$ cat src/rtl/alu_pkg.sv
// Shared definitions for the ALU datapath stages: default width, flag layout
// and the result word carried between stages.
package alu_pkg;

  localparam int DATA_W = 16;

  localparam int FLAG_N = 3;
  localparam int FLAG_Z = 2;
  localparam int FLAG_C = 1;
  localparam int FLAG_V = 0;

  typedef struct packed {
    logic [DATA_W-1:0] result;
    logic [3:0]        flags;
    logic              sub;
  } alu_word_t;

  function automatic logic [3:0] make_flags(input logic n, input logic z,
                                            input logic c, input logic v);
    logic [3:0] f;
    f         = '0;
    f[FLAG_N] = n;
    f[FLAG_Z] = z;
    f[FLAG_C] = c;
    f[FLAG_V] = v;
    return f;
  endfunction

endpackage

$ cat src/rtl/alu_skid_buf.sv
// Generic 2-entry valid/ready skid buffer with a registered in_ready.
// The main entry drives the output; the skid entry absorbs one word of backpressure.
module alu_skid_buf #(
  parameter int W = 21
) (
  input  logic         clk,
  input  logic         rst,
  input  logic [W-1:0] in_data,
  input  logic         in_valid,
  output logic         in_ready,
  output logic [W-1:0] out_data,
  output logic         out_valid,
  input  logic         out_ready
);

  typedef enum logic [1:0] {EMPTY, ONE, FULL} skid_state_t;

  skid_state_t  state;
  logic [W-1:0] main_q;
  logic [W-1:0] skid_q;
  logic         accept;
  logic         emit;

  assign accept   = in_valid & in_ready;
  assign emit     = out_valid & out_ready;
  assign out_data = main_q;

  always_ff @(posedge clk or posedge rst) begin
    if (rst) begin
      state     <= EMPTY;
      main_q    <= '0;
      skid_q    <= '0;
      out_valid <= 1'b0;
      in_ready  <= 1'b0;
    end else begin
      // NOTE: in_ready defaults high every cycle; only the branches that end in
      // FULL pull it low, and the later non-blocking assignment wins.
      in_ready <= 1'b1;
      unique case (state)
        EMPTY: begin
          if (accept) begin
            main_q    <= in_data;
            out_valid <= 1'b1;
            state     <= ONE;
          end
        end
        ONE: begin
          if (accept && emit) begin
            main_q <= in_data;
          end else if (accept) begin
            skid_q   <= in_data;
            state    <= FULL;
            in_ready <= 1'b0;
          end else if (emit) begin
            out_valid <= 1'b0;
            state     <= EMPTY;
          end
        end
        FULL: begin
          if (emit) begin
            main_q <= skid_q;
            state  <= ONE;
          end else begin
            in_ready <= 1'b0;
          end
        end
        default: begin
          state     <= EMPTY;
          out_valid <= 1'b0;
        end
      endcase
    end
  end

endmodule

$ cat src/rtl/alu_result_stage.sv
// Registered output stage after the adder/subtractor: derives N/Z/C/V, buffers
// result+flags through a skid buffer and tracks overflow statistics on accept.
module alu_result_stage #(
  parameter int DATA_W = 16,
  parameter int CNT_W  = 8
) (
  input  logic              clk,
  input  logic              rst,
  input  logic [DATA_W-1:0] in_sum,
  input  logic              in_carry,
  input  logic              in_ovf,
  input  logic              in_sub,
  input  logic              in_valid,
  output logic              in_ready,
  output logic [DATA_W-1:0] out_result,
  output logic [3:0]        out_flags,
  output logic              out_sub,
  output logic              out_valid,
  input  logic              out_ready,
  input  logic              clr_sticky,
  output logic              ovf_sticky,
  output logic [CNT_W-1:0]  ovf_count
);

  import alu_pkg::*;

  localparam int PAY_W = DATA_W + 5;

  logic [3:0]       in_flags;
  logic [PAY_W-1:0] in_word;
  logic [PAY_W-1:0] out_word;
  logic             accept;

  assign in_flags = make_flags(in_sum[DATA_W-1], in_sum == '0, in_carry, in_ovf);
  assign in_word  = {in_sum, in_flags, in_sub};
  assign accept   = in_valid & in_ready;

  alu_skid_buf #(
    .W(PAY_W)
  ) u_skid (
    .clk      (clk),
    .rst      (rst),
    .in_data  (in_word),
    .in_valid (in_valid),
    .in_ready (in_ready),
    .out_data (out_word),
    .out_valid(out_valid),
    .out_ready(out_ready)
  );

  assign out_result = out_word[PAY_W-1:5];
  assign out_flags  = out_word[4:1];
  assign out_sub    = out_word[0];

  // An overflowing accept beats a simultaneous clear: the clear is applied
  // first, so the count restarts at 1 rather than being lost.
  always_ff @(posedge clk or posedge rst) begin
    if (rst) begin
      ovf_sticky <= 1'b0;
      ovf_count  <= '0;
    end else if (accept && in_ovf) begin
      ovf_sticky <= 1'b1;
      if (clr_sticky) begin
        ovf_count <= CNT_W'(1);
      end else if (ovf_count != '1) begin
        ovf_count <= ovf_count + 1'b1;
      end
    end else if (clr_sticky) begin
      ovf_sticky <= 1'b0;
      ovf_count  <= '0;
    end
  end

endmodule

$ cat config.mk
export PLATFORM = sky130hd
export DESIGN_NAME = alu_result_stage
export DESIGN_NICKNAME = d
export VERILOG_FILES = /design/src/rtl/alu_pkg.sv /design/src/rtl/alu_skid_buf.sv /design/src/rtl/alu_result_stage.sv
export SDC_FILE = /design/constraint.sdc
export NUM_CORES = 1
export LEC_CHECK = 0
export CAP_MARGIN = 20
export CELL_PAD_IN_SITES_DETAIL_PLACEMENT = 0
export CELL_PAD_IN_SITES_GLOBAL_PLACEMENT = 2
export CORE_UTILIZATION = 32
export CTS_CLUSTER_SIZE = 8
export DETAILED_ROUTE_END_ITERATION = 10
export PLACE_DENSITY_LB_ADDON = 0.05
export RECOVER_POWER = 25
export SYNTH_ARGS = -nofsm -noshare
export SYNTH_HDL_FRONTEND = slang
export SYNTH_SLANG_ARGS = --single-unit
$ cat constraint.sdc
create_clock -name clk -period 2.46 [get_ports clk]
set_input_delay 0.615 -clock clk [delete_from_list [all_inputs] [get_ports clk]]
set_output_delay 0.615 -clock clk [all_outputs]
set_load 0.05 [all_outputs]
# == Word level (Yosys, flattened, before mapping) ==
# Cells that the tools add are included.
# op_classes
n_eq_ne,10
n_addsub,1
n_mux,25
bitwise_logic,4
n_reduce_logical,12
# ops
op,n
$mux W21,3
$pmux W21 S3,1
$mux W8,4
$logic_not A16 Y1,1
$mux W2,5
$mux W1,9
$add A8 B1 Y8 const B,1
$ne A8 B8 Y1 const B,1
$reduce_and A4 Y1,2
$ne A2 B1 Y1 const B,3
$ne A2 B2 Y1 const B,3
$pmux W2 S3,1
$reduce_and A5 Y1,1
$reduce_bool A2 Y1,2
$ne A3 B2 Y1 const B,1
$pmux W1 S3,1
$reduce_and A3 Y1,1
$reduce_bool A3 Y1,1
$and A1 B1 Y1,2
$eq A2 B1 Y1 const B,1
$eq A2 B2 Y1 const B,1
$logic_and A1 B1 Y1,2
$logic_not A2 Y1,1
$not A1 Y1,2
other kinds (2),2
# totals
in_bits,24
wordCells,59
output_inout_bits,32
register_bits,55

# == Logic depth before layout (Yosys ltp) ==
# logic_depth
word_depth,5
depth_mapped,9
depth_no_buf,6

# == Hierarchy ==
# From an unflattened synthesis, not the netlist that was laid out.
# hier_totals
hier_cells,225
hier_area_um2,2663.8
# modules_own_cells
mod,instances,seq_area_each_um2,cells_each,area_per_inst_um2
alu_skid_buf,1,1151.1,168,2149.6
alu_result_stage,1,225.2,57,514.2

# == Worst setup path before layout ==
# Ideal clock, no wire load.
# synth_timing
path_kind,register -> register
start,register u_skid.out_valid
end,register u_skid.skid_q[0]
stages_incl_launch_ff,6
required_time_ns,2.335
n_path_buf,2
setup_time_ns,0.125
setup_slack_ns,0.487
arrival_ns,1.848
period_less_slack_ns,1.973
cell_sequence,dfrtp_1 and2_1 buf_2 nor2_2 buf_4 mux2_2
# synth_via
elab_chain_len,4
# synth_rtl
element,line_no,text
from (decl),alu_skid_buf.sv:12,"output logic out_valid,"
from (signal assigned),alu_skid_buf.sv:33,out_valid <= 1'b0;
from (signal assigned),alu_skid_buf.sv:43,out_valid <= 1'b1;
from (signal assigned),alu_skid_buf.sv:55,out_valid <= 1'b0;
$and A1 B1 Y1,alu_skid_buf.sv:25,assign emit = out_valid & out_ready;
$logic_and A1 B1 Y1,alu_skid_buf.sv:48,if (accept && emit) begin
$not A1 Y1 (no source line),--,
$reduce_and A3 Y1 (no source line),--,
to (signal assigned),alu_skid_buf.sv:51,skid_q <= in_data;
to (decl),alu_skid_buf.sv:20,logic [W-1:0] skid_q;
# Every way passes these cells.
# A chain may end at the register's enable or synchronous reset.

# == Worst setup path in the final report ==
# layout_timing
start,register u_skid.in_ready
end,output in_ready
# layout_lines
element,line_no,text
from (decl),alu_skid_buf.sv:10,"output logic in_ready,"
from (signal assigned),alu_skid_buf.sv:34,in_ready <= 1'b0;
from (signal assigned),alu_skid_buf.sv:38,in_ready <= 1'b1;
from (signal assigned),alu_skid_buf.sv:53,in_ready <= 1'b0;
to (decl),alu_result_stage.sv:14,"output logic in_ready,"
# No word-level cell between the ends.

==> flow_metrics.tcl <==
set metrics [dict create \
    root_buffer "clkbuf_8" \
    diodes 0 \
    syn_inst 225 \
    boundaryPins 56 \
    rows 31 \
    peakVddDrop_uv 603.0 \
    dp_hpwl_mm 3.719 \
    clk_latency_ps 300 \
    drtIter0Drc 79 \
    grt_pass1_wl_mm 9.266 \
    critPathLaunchType "flop" \
    crit_path_top_delay_cell "clkdlybuf4s50_1" \
    worst_pin_slew_ps 1337 \
    htreeDepth 2 \
    start_util_pct 33.84 \
    cp_num_buf_inv 1 \
    antenna_found_initial 0 \
    vias 1897 \
    clock-sinks 53 \
    holdBufCountCts 0 \
    path_delay_family "buffers and inverters" \
    max_freq_mhz 447.6 \
    grt_usage_pct 14.02 \
    hp-class "flop to flop" \
    finalNetCount 316 \
    power.density_nw_per_um2 1305 \
    end_kind "output port" \
    status "complete, no violations" \
    clockBufferDepth 2 \
    core_area_um2 7447 \
    drv_slew 0 \
    grt_overflow 0 \
    hold_violations 0 \
    placed_cells 378 \
    avgRoutedWirePerCell_um 13.98 \
    drt-total-wl_mm 5.368 \
    cp.arrival_ps 1620 \
    synthDistinctLibCells 39 \
    numPortBuffers 55 \
    critical_path_class "flop to output port" \
    cts_tree "built" \
    avgSynthCellArea_um2 11.20 \
    fp.dieW_um 90.74 \
    timing.final.crit_share_pct 90.82 \
    drtPass1Iterations 4 \
    cp.required_ps 1850 \
    tns_ps 0 \
    die_area_um2 8234 \
    viasPerCell 4.940 \
    syn_nets 255 \
    cts_setup_buffers 0 \
    fin_skew_ps 12.74 \
    syn-cell-area_um2 2520 \
    cts_buffers 5 \
    fin_cells 384 \
    rrSetupSlack_ps 610 \
    ys_seq_elements 53 \
    rsz0062_at_grt "no" \
    finalCriticalPeriod_ps 2234 \
    area_growth_pct 31.38 \
    die_height_um 90.74 \
    drtAntennaViolNets 0 \
    worst_path_largest_cell_delay_ps 850 \
    utilization_pct 44.46 \
    grt_pass1_vias 1901 \
    crit_path_cell_trace "clkdlybuf4s50_1" \
    cp_max_fo 8 \
    p_leak_nw 1.308 \
    path_clk_slew_ps 90 \
    grt_max_degree 54 \
    yosysSeqAreaShare_pct 52.63 \
    ys.warnings.count 0 \
    gp_congestion 0.7355 \
    drive_above_1_share_pct 14.04 \
    drc 0 \
    setup_violations 0 \
    cts_resized 0 \
    drv_cap 0 \
    power_mw 4.320 \
    slew_headroom_pct 10.89 \
]
cells in the mapped netlist (all sizes together):
library cell | n | area (um^2)
dfrtp | 53 | 1326
and3 | 1 | 6.260
ha | 6 | 75.07
nor3 | 6 | 30.03
a21boi | 2 | 15.01
o21ai | 4 | 20.02
a221o | 1 | 10.01
a2111oi | 1 | 15.01
o2111ai | 1 | 8.760
o22ai | 1 | 6.260
o221ai | 1 | 8.760
o32a | 1 | 10.01
clkbuf | 2 | 7.510
inv | 6 | 22.52
a21oi | 26 | 133.9
nor2b | 1 | 6.260
o21a | 1 | 7.510
nor2 | 28 | 107.6
o21bai | 1 | 7.510
nand3 | 4 | 20.02
or3 | 2 | 12.51
a2bb2oi | 1 | 8.760
o31ai | 3 | 22.52
a21bo | 1 | 10.01
and2 | 2 | 12.51
mux2i | 22 | 220.2
a211o | 1 | 8.760
xor2 | 1 | 8.760
buf | 9 | 60.05
nand4 | 4 | 25.02
nand2 | 6 | 22.52
a211oi | 1 | 7.510
nor4 | 5 | 31.28
mux2 | 20 | 225.2
kinds of logic (layout without fill, tap and decap cells):
logic type,count (synthesis),in the layout,share of synthesized area (%)
AOI/OAI and AO/OA,47,47,11.92
xor gates and xnor gates,1,1,0.3476
adders and majority gates,6,6,2.979
buffers and inverters,17,77,3.575
DFF,53,53,52.63
muxes,42,42,17.68
and+or+nand+nor,59,59,10.87
layout make-up:
| class | instances | area, um^2 |
|---|---|---|
| Inverter | 6 | 22.52 |
| Fill cell | 728 | 4136 |
| Clock buffer | 5 | 68.82 |
| Sequential cell | 53 | 1326 |
| Clock inverter | 1 | 5.005 |
| Tap cell | 99 | 123.9 |
| Timing Repair Buffer | 65 | 648.1 |
| Multi-Input combinational cell | 155 | 1116 |
stage by stage:
stage / area [um^2] / hold WS [ps] / worst slack [ps]
2_1_floorplan: 2520 / 475.8 / 486.9
3_3_place_gp: 3252 / 488.7 / 147.9
3_5_place_dp: 3252 / 495.5 / 141.4
4_1_cts: 3326 / 516.5 / 197.5
5_1_grt: 3311 / 536.0 / 150.1
6_report: 3311 / 509.6 / 225.7
layer usage:
metal	vias to the layer above	GRT usage, %	part of all wire (%)
met4	0	2.823	0.60
met1	919	18.74	48
met2	46	23.23	47
met5	-	0	0
li1	928	-	-
met3	4	3.114	4.2
final timing paths:
path                                         startpoint                              end  cells past startpoint
setup reg to reg            u_skid.state[0]$_DFFE_PP0P_  u_skid.out_data[11]$_DFFE_PP0P_                      7
hold / removal             u_skid.skid_q[7]$_DFFE_PP0P_     u_skid.skid_q[7]$_DFFE_PP0P_                      1
setup / recovery              u_skid.in_ready$_DFF_PP0_                         in_ready                      1
min in group asynchronous                           rst   u_skid.out_data[2]$_DFFE_PP0P_                      3
hold reg to reg            u_skid.skid_q[7]$_DFFE_PP0P_     u_skid.skid_q[7]$_DFFE_PP0P_                      1
max in group asynchronous                           rst  u_skid.out_data[16]$_DFFE_PP0P_                      3
state kept, by name, indices dropped and copies added (netlist names):
signal / count
ovf_sticky: 1
u_skid.out_data: 20
u_skid.out_valid: 1
ovf_count: 8
u_skid.state: 2
u_skid.skid_q: 20
u_skid.in_ready: 1
where the power goes:
| group | switching [mW] | internal (mW) |
|---|---|---|
| registers | 0.214 | 1.24 |
| clock network | 0.272 | 0.188 |
| logic | 1.43 | 0.972 |
| total | 1.91 | 2.41 |
cells in the final DEF, fill, tap and decap left out, types with 2 or more instances in the layout:
cell and instances:
a21boi_0 2, a21oi_1 25, and2_1 2, buf_12 2, buf_4 7, clkbuf_8 5, clkdlybuf4s50_1 54, dfrtp_1 53
ha_1 6, inv_1 5, mux2_2 20, mux2i_1 22, nand2_1 6, nand3_1 4, nand4_1 4, nor2_1 27
nor3_1 6, nor4_1 5, o21ai_0 4, o31ai_1 3, or3_1 2
Note: power is estimated with default switching activity, not from simulation.
